==> config.mk <==
export PLATFORM = sky130hd
export DESIGN_NAME = csa_mult_sequencer
export DESIGN_NICKNAME = d
export VERILOG_FILES = /design/src/rtl/hpfp_mult_pkg.sv /design/src/rtl/csa_mult_sequencer_csa.sv /design/src/rtl/csa_mult_sequencer.sv
export SDC_FILE = /design/constraint.sdc
export NUM_CORES = 1
export LEC_CHECK = 0
export BUFFER_PORTS_ARGS = -buffer_cell sky130_fd_sc_hd__buf_2
export CELL_PAD_IN_SITES_DETAIL_PLACEMENT = 0
export CELL_PAD_IN_SITES_GLOBAL_PLACEMENT = 1
export CORE_ASPECT_RATIO = 0.8
export CORE_MARGIN = 2
export CORE_UTILIZATION = 42
export DETAILED_ROUTE_END_ITERATION = 7
export PLACE_DENSITY_LB_ADDON = 0.1
export SKIP_CTS_REPAIR_TIMING = 1
export SLEW_MARGIN = 20
export SYNTH_ARGS = -nofsm -noshare
export SYNTH_HDL_FRONTEND = slang
export SYNTH_SLANG_ARGS = --single-unit
==> constraint.sdc <==
create_clock -name clk -period 2.3 [get_ports clk]
set_input_delay 0.46 -clock clk [delete_from_list [all_inputs] [get_ports clk]]
set_output_delay 0.46 -clock clk [all_outputs]
set_load 0.05 [all_outputs]
==> src/rtl/hpfp_mult_pkg.sv <==
// Shared HPFP multiply-path definitions: sequencer state encoding and
// half-precision mantissa/product widths.
package hpfp_mult_pkg;

    localparam int MANT_W = 11;
    localparam int PROD_W = 22;

    typedef enum logic [1:0] {
        IDLE    = 2'd0,
        REDUCE  = 2'd1,
        RESOLVE = 2'd2,
        DONE    = 2'd3
    } mult_state_e;

    localparam logic [1:0] ST_IDLE    = 2'd0;
    localparam logic [1:0] ST_REDUCE  = 2'd1;
    localparam logic [1:0] ST_RESOLVE = 2'd2;
    localparam logic [1:0] ST_DONE    = 2'd3;

endpackage

==> src/rtl/csa_mult_sequencer_csa.sv <==
// 3:2 carry-save adder. The carry vector comes out one bit wider and
// already shifted left by one (bit 0 is always zero).
module csa_mult_sequencer_csa #(
    parameter int W = 22
) (
    input  logic [W-1:0] a,
    input  logic [W-1:0] b,
    input  logic [W-1:0] c,
    output logic [W-1:0] s,
    output logic [W:0]   cout
);

    assign s    = a ^ b ^ c;
    assign cout = {(a & b) | (a & c) | (b & c), 1'b0};

endmodule

==> src/rtl/csa_mult_sequencer.sv <==
// Iterative unsigned mantissa multiplier: one partial product per cycle through
// a shared 3:2 CSA, then one carry-propagate add. Option: CSA_EARLY_TERM_EN.
module csa_mult_sequencer
    import hpfp_mult_pkg::*;
#(
    parameter int WIDTH = MANT_W,
    parameter int ACC_W = 2 * WIDTH,
    parameter int CNT_W = 4
) (
    input  logic             clk,
    input  logic             rst_n,
    input  logic             in_valid,
    output logic             in_ready,
    input  logic [WIDTH-1:0] op_a,
    input  logic [WIDTH-1:0] op_b,
    output logic             out_valid,
    input  logic             out_ready,
    output logic [ACC_W-1:0] product,
    output logic             busy,
    output logic [1:0]       state_dbg
);

    // Handshakes: a transfer happens on a rising edge where valid && ready.
    // in_ready is high only in IDLE; out_valid holds the product until out_ready.

    logic [1:0]       state;
    logic [ACC_W-1:0] a_q;
    logic [WIDTH-1:0] b_q;
    logic [ACC_W-1:0] sum_q;
    logic [ACC_W-1:0] carry_q;
    logic [CNT_W-1:0] cnt;

    logic [WIDTH-1:0] b_shift;
    logic [ACC_W-1:0] pp;
    logic [ACC_W-1:0] csa_s;
    logic [ACC_W:0]   csa_c;
    logic             last_bit;
    logic             unused_carry_msb;

    assign b_shift = b_q >> cnt;
    assign pp      = b_shift[0] ? (a_q << cnt) : '0;

`ifdef CSA_EARLY_TERM_EN
    // Stop once no set multiplier bits remain above the current one.
    assign last_bit = (b_shift[WIDTH-1:1] == '0);
`else
    assign last_bit = (cnt == CNT_W'(WIDTH - 1));
`endif

    csa_mult_sequencer_csa #(.W(ACC_W)) u_csa (
        .a    (sum_q),
        .b    (carry_q),
        .c    (pp),
        .s    (csa_s),
        .cout (csa_c)
    );

    // The full product fits in ACC_W bits, so the carry MSB is always zero.
    assign unused_carry_msb = csa_c[ACC_W];

    assign in_ready  = (state == ST_IDLE);
    assign busy      = (state == ST_REDUCE) || (state == ST_RESOLVE);
    assign state_dbg = state;

    always_ff @(posedge clk or negedge rst_n) begin
        if (!rst_n) begin
            state     <= ST_IDLE;
            a_q       <= '0;
            b_q       <= '0;
            sum_q     <= '0;
            carry_q   <= '0;
            cnt       <= '0;
            product   <= '0;
            out_valid <= 1'b0;
        end else begin
            case (state)
                ST_IDLE: begin
                    if (in_valid) begin
                        a_q     <= ACC_W'(op_a);
                        b_q     <= op_b;
                        sum_q   <= '0;
                        carry_q <= '0;
                        cnt     <= '0;
`ifdef CSA_EARLY_TERM_EN
                        state   <= (op_b == '0) ? ST_RESOLVE : ST_REDUCE;
`else
                        state   <= ST_REDUCE;
`endif
                    end
                end
                ST_REDUCE: begin
                    sum_q   <= csa_s;
                    carry_q <= csa_c[ACC_W-1:0];
                    cnt     <= cnt + 1'b1;
                    if (last_bit) begin
                        state <= ST_RESOLVE;
                    end
                end
                ST_RESOLVE: begin
                    product   <= sum_q + carry_q;
                    out_valid <= 1'b1;
                    state     <= ST_DONE;
                end
                ST_DONE: begin
                    if (out_ready) begin
                        out_valid <= 1'b0;
                        state     <= ST_IDLE;
                    end
                end
                default: state <= ST_IDLE;
            endcase
        end
    end

endmodule

==> qor.csv <==
metric,value,unit
status,"finished, violations left",
failing checks,negative setup slack,
"Distinct cells, synth",58,
Final Setup Violations,5,
Initial Util,43.0,%
Routed Wire Length,13.8,mm
DRT iter0 DRCs,209,
vias in the first global route,4488,
Slew headroom,62.1,%
"area leader, netlist",dfrtp_1,
max incr delay on CP,0.38,ns
#FFs+latches synth,94,
CTS tree,yes,
hpwl dp,10.2,mm
clock skew,0.00723,ns
Post-Synthesis Cell Area,0.00583,mm²
Post-synth EDFFs,0,
"Net Count, Synth",672,
post-layout minimum cycle time,2.38,ns
layout overhead on the synthesized area,26.1,%
Hold Crit Class,primary input to async pin,
wire per inst,15.6,µm
nets,775,
worst-path cell chain,"ha_2, inv_2, fa_2, nor2b_4, o2111ai_4, a211oi_4, buf_4, o31ai_4, a2111o_1, nand3_1",
leakage,3.26,nW
clock-pin slew on the worst setup and hold paths,0.07,ns
CP Launch Type,flip-flop,
final slew viol count,0,
YS warnings,0,
final non-filler cell total,885,
Post-Place Cells,858,
post-route cell area,0.00735,mm²
H-tree depth,3,
Die ar.,0.0148,mm²
fin worst setup slack,-0.0769,ns
first-pass GRT wire length,22.9,mm
Post-DRT Antenna Nets,0,
initial antenna violation count,0,
Num Clock Sinks,94,
post-layout util,54.2,%
Post-Synthesis Cells,598,
pre-CTS WS,-0.150,ns
DRT Pass-1 Iters,4,
"commonest non-fill, non-tap cell in the layout",dfrtp_1,
share of layout cells above drive strength 1,33.5,%
reg-to-reg startpoint,carry_q[1]$_DFFE_PN0P_,
Clock Tree Buf Depth,2,
WP data required,2.58,ns
worst vdd ir,0.757,mV
global route overflow,0,
GRT Util Overall,20.0,%
reported max-cap violation count,0,
Slowest cell on crit path,fa_2,
fmax,421,MHz
Synth area leaders,"dfrtp_1 (40%), mux2_2 (7.9%), fa_1 (7.2%)",
area of placed instances,0.00668,mm²
CP Max Fanout,5,
Synth Flop Type,dfrtp_1,
Diodes inserted,0,
"FFs w/ async S/R, synth",100,%
via-per-instance ratio,5.21,
Mapped Avg Cell Area,9.74,µm²
worst slew pin tran,0.569,ns
Worst R2R Path Depth,10,
Die Width,136,µm
RSZ-0062 raised after global routing,yes,
vias post-DR,4613,
"commonest cells after routing, fill and taps aside","dfrtp_1 (90), nand2_1 (84), buf_4 (63)",
site row count,38,
final hold slack,0.110,ns
Critical path origin,carry_q[1]$_DFFE_PN0P_,
FILL cells,1256,
Post-route DRC,0,
Tcrit/Tclk final,103,%
post-synth top area share,40.4,%
CTS root buf,clkbuf_16,
PD cells,1420,mW/mm²
largest net degree at the start of global routing,46,
"Seq/Total Area, Yosys",40.4,%
data arrival time of the worst path,2.66,ns
CTS buffer count,9,
Die Span Y,109,µm
Core Region,0.0136,mm²
final hold vios,0,
critical path endpoint category,flip-flop,
PortBufs,52,
GPL Wtd Cong,0.865,
clk_lat worst skew,0.35,ns
WS Path Type,flip-flop to flip-flop,
I/O Pins,53,
-- power by group --
| group | switching, mW | total, mW | internal, mW |
|---|---|---|---|
| clock network | 0.629 | 1.45 | 0.818 |
| registers | 0.477 | 2.73 | 2.25 |
| logic | 3.61 | 6.26 | 2.64 |
| total | 4.72 | 10.4 | 5.72 |
-- metal layers --
layer  global-route usage [%]  part of all wire, %  wire length [µm]  vias to the layer above
met5                        0                    0                 0                        -
met4                     5.28                 0.51                70                        0
met3                     4.15                  4.5               620                        6
met2                     30.2                   45              6270                       92
met1                     29.4                   50              6860                     2234
li1                         -                    -                 -                     2281
-- sequential cells by signal, indices dropped and copies added, names as in the netlist --
register and flops:
a_q 11, b_q 11, carry_q 21, cnt 4, out_valid 1, product 22
state_dbg 2, sum_q 22
-- layout make-up --
cell class                 count  area [µm²]  share of cell area [%]
clock buffer                  13         270                    3.68
clock inverter                 2        16.3                   0.221
inverter                      52         199                    2.71
multi-input combinational    424        3440                    46.8
sequential                    94        2360                    32.1
tap                          180         225                    3.06
timing repair buffer         120         845                    11.5
-- kinds of logic after synthesis --
group | Yosys count | share of synthesized area, %
flip-flops | 94 | 40.4
AND/OR/NAND/NOR | 159 | 12.4
XOR/XNOR | 13 | 1.95
buffers and inverters | 80 | 5.26
multiplexers | 56 | 10.9
AO/OA/AOI/OAI | 148 | 16.1
adder cells (fa/ha/maj) | 48 | 13.0
-- path summary, 6_finish.rpt --
check | slack [ns] | endpoint
min | 0.11 | product[4]$_DFFE_PN0P_
min reg2reg | 0.49 | product[2]$_DFFE_PN0P_
min in group clk | 0.34 | a_q[0]$_DFFE_PN0P_
max in group asynchronous | 1.52 | cnt[0]$_DFFE_PN0P_
max reg2reg | -0.08 | product[21]$_DFFE_PN0P_
max | -0.08 | product[21]$_DFFE_PN0P_
-- critical path, delay by kind of cell, from the launching register on --
kind | cells | cell delay [ns]
AOI/OAI and AO/OA | 4 | 0.92
buffers and inverters | 2 | 0.21
DFF | 1 | 0.36
and+or+nand+nor | 2 | 0.24
adders and majority gates | 2 | 0.57
-- stage by stage --
| stage | TNS, ns | power, mW |
|---|---|---|
| after floorplan | -0.0181 | 6.42 |
| after global routing | -1.15 | 11.3 |
| after CTS | -1.12 | 9.80 |
| after detailed placement | -0.918 | 8.30 |
| final | -0.260 | 10.4 |
| after global placement | -0.249 | 8.19 |
-- cell usage after synthesis, types with 3 or more instances --
cell type  instances
buf_2              5
nand4_1            7
nor2b_1            6
xor2_1             5
nand2b_1           4
o22ai_1            4
a31oi_1            8
a21o_1             6
inv_1             50
o21ai_0           63
nor2_1            23
mux2i_1           13
a211oi_1           3
a21oi_1           23
o31ai_1            3
nand3_1           10
ha_1              27
mux2_2            41
o211ai_1           6
o21bai_1           3
o21a_1             6
or4_1              3
or2_2              3
dfrtp_1           94
buf_1              4
nand2_1           88
nor3_1             5
clkbuf_1          19
fa_1              21
xnor2_1            8
Power figures use the tool's default switching activity.
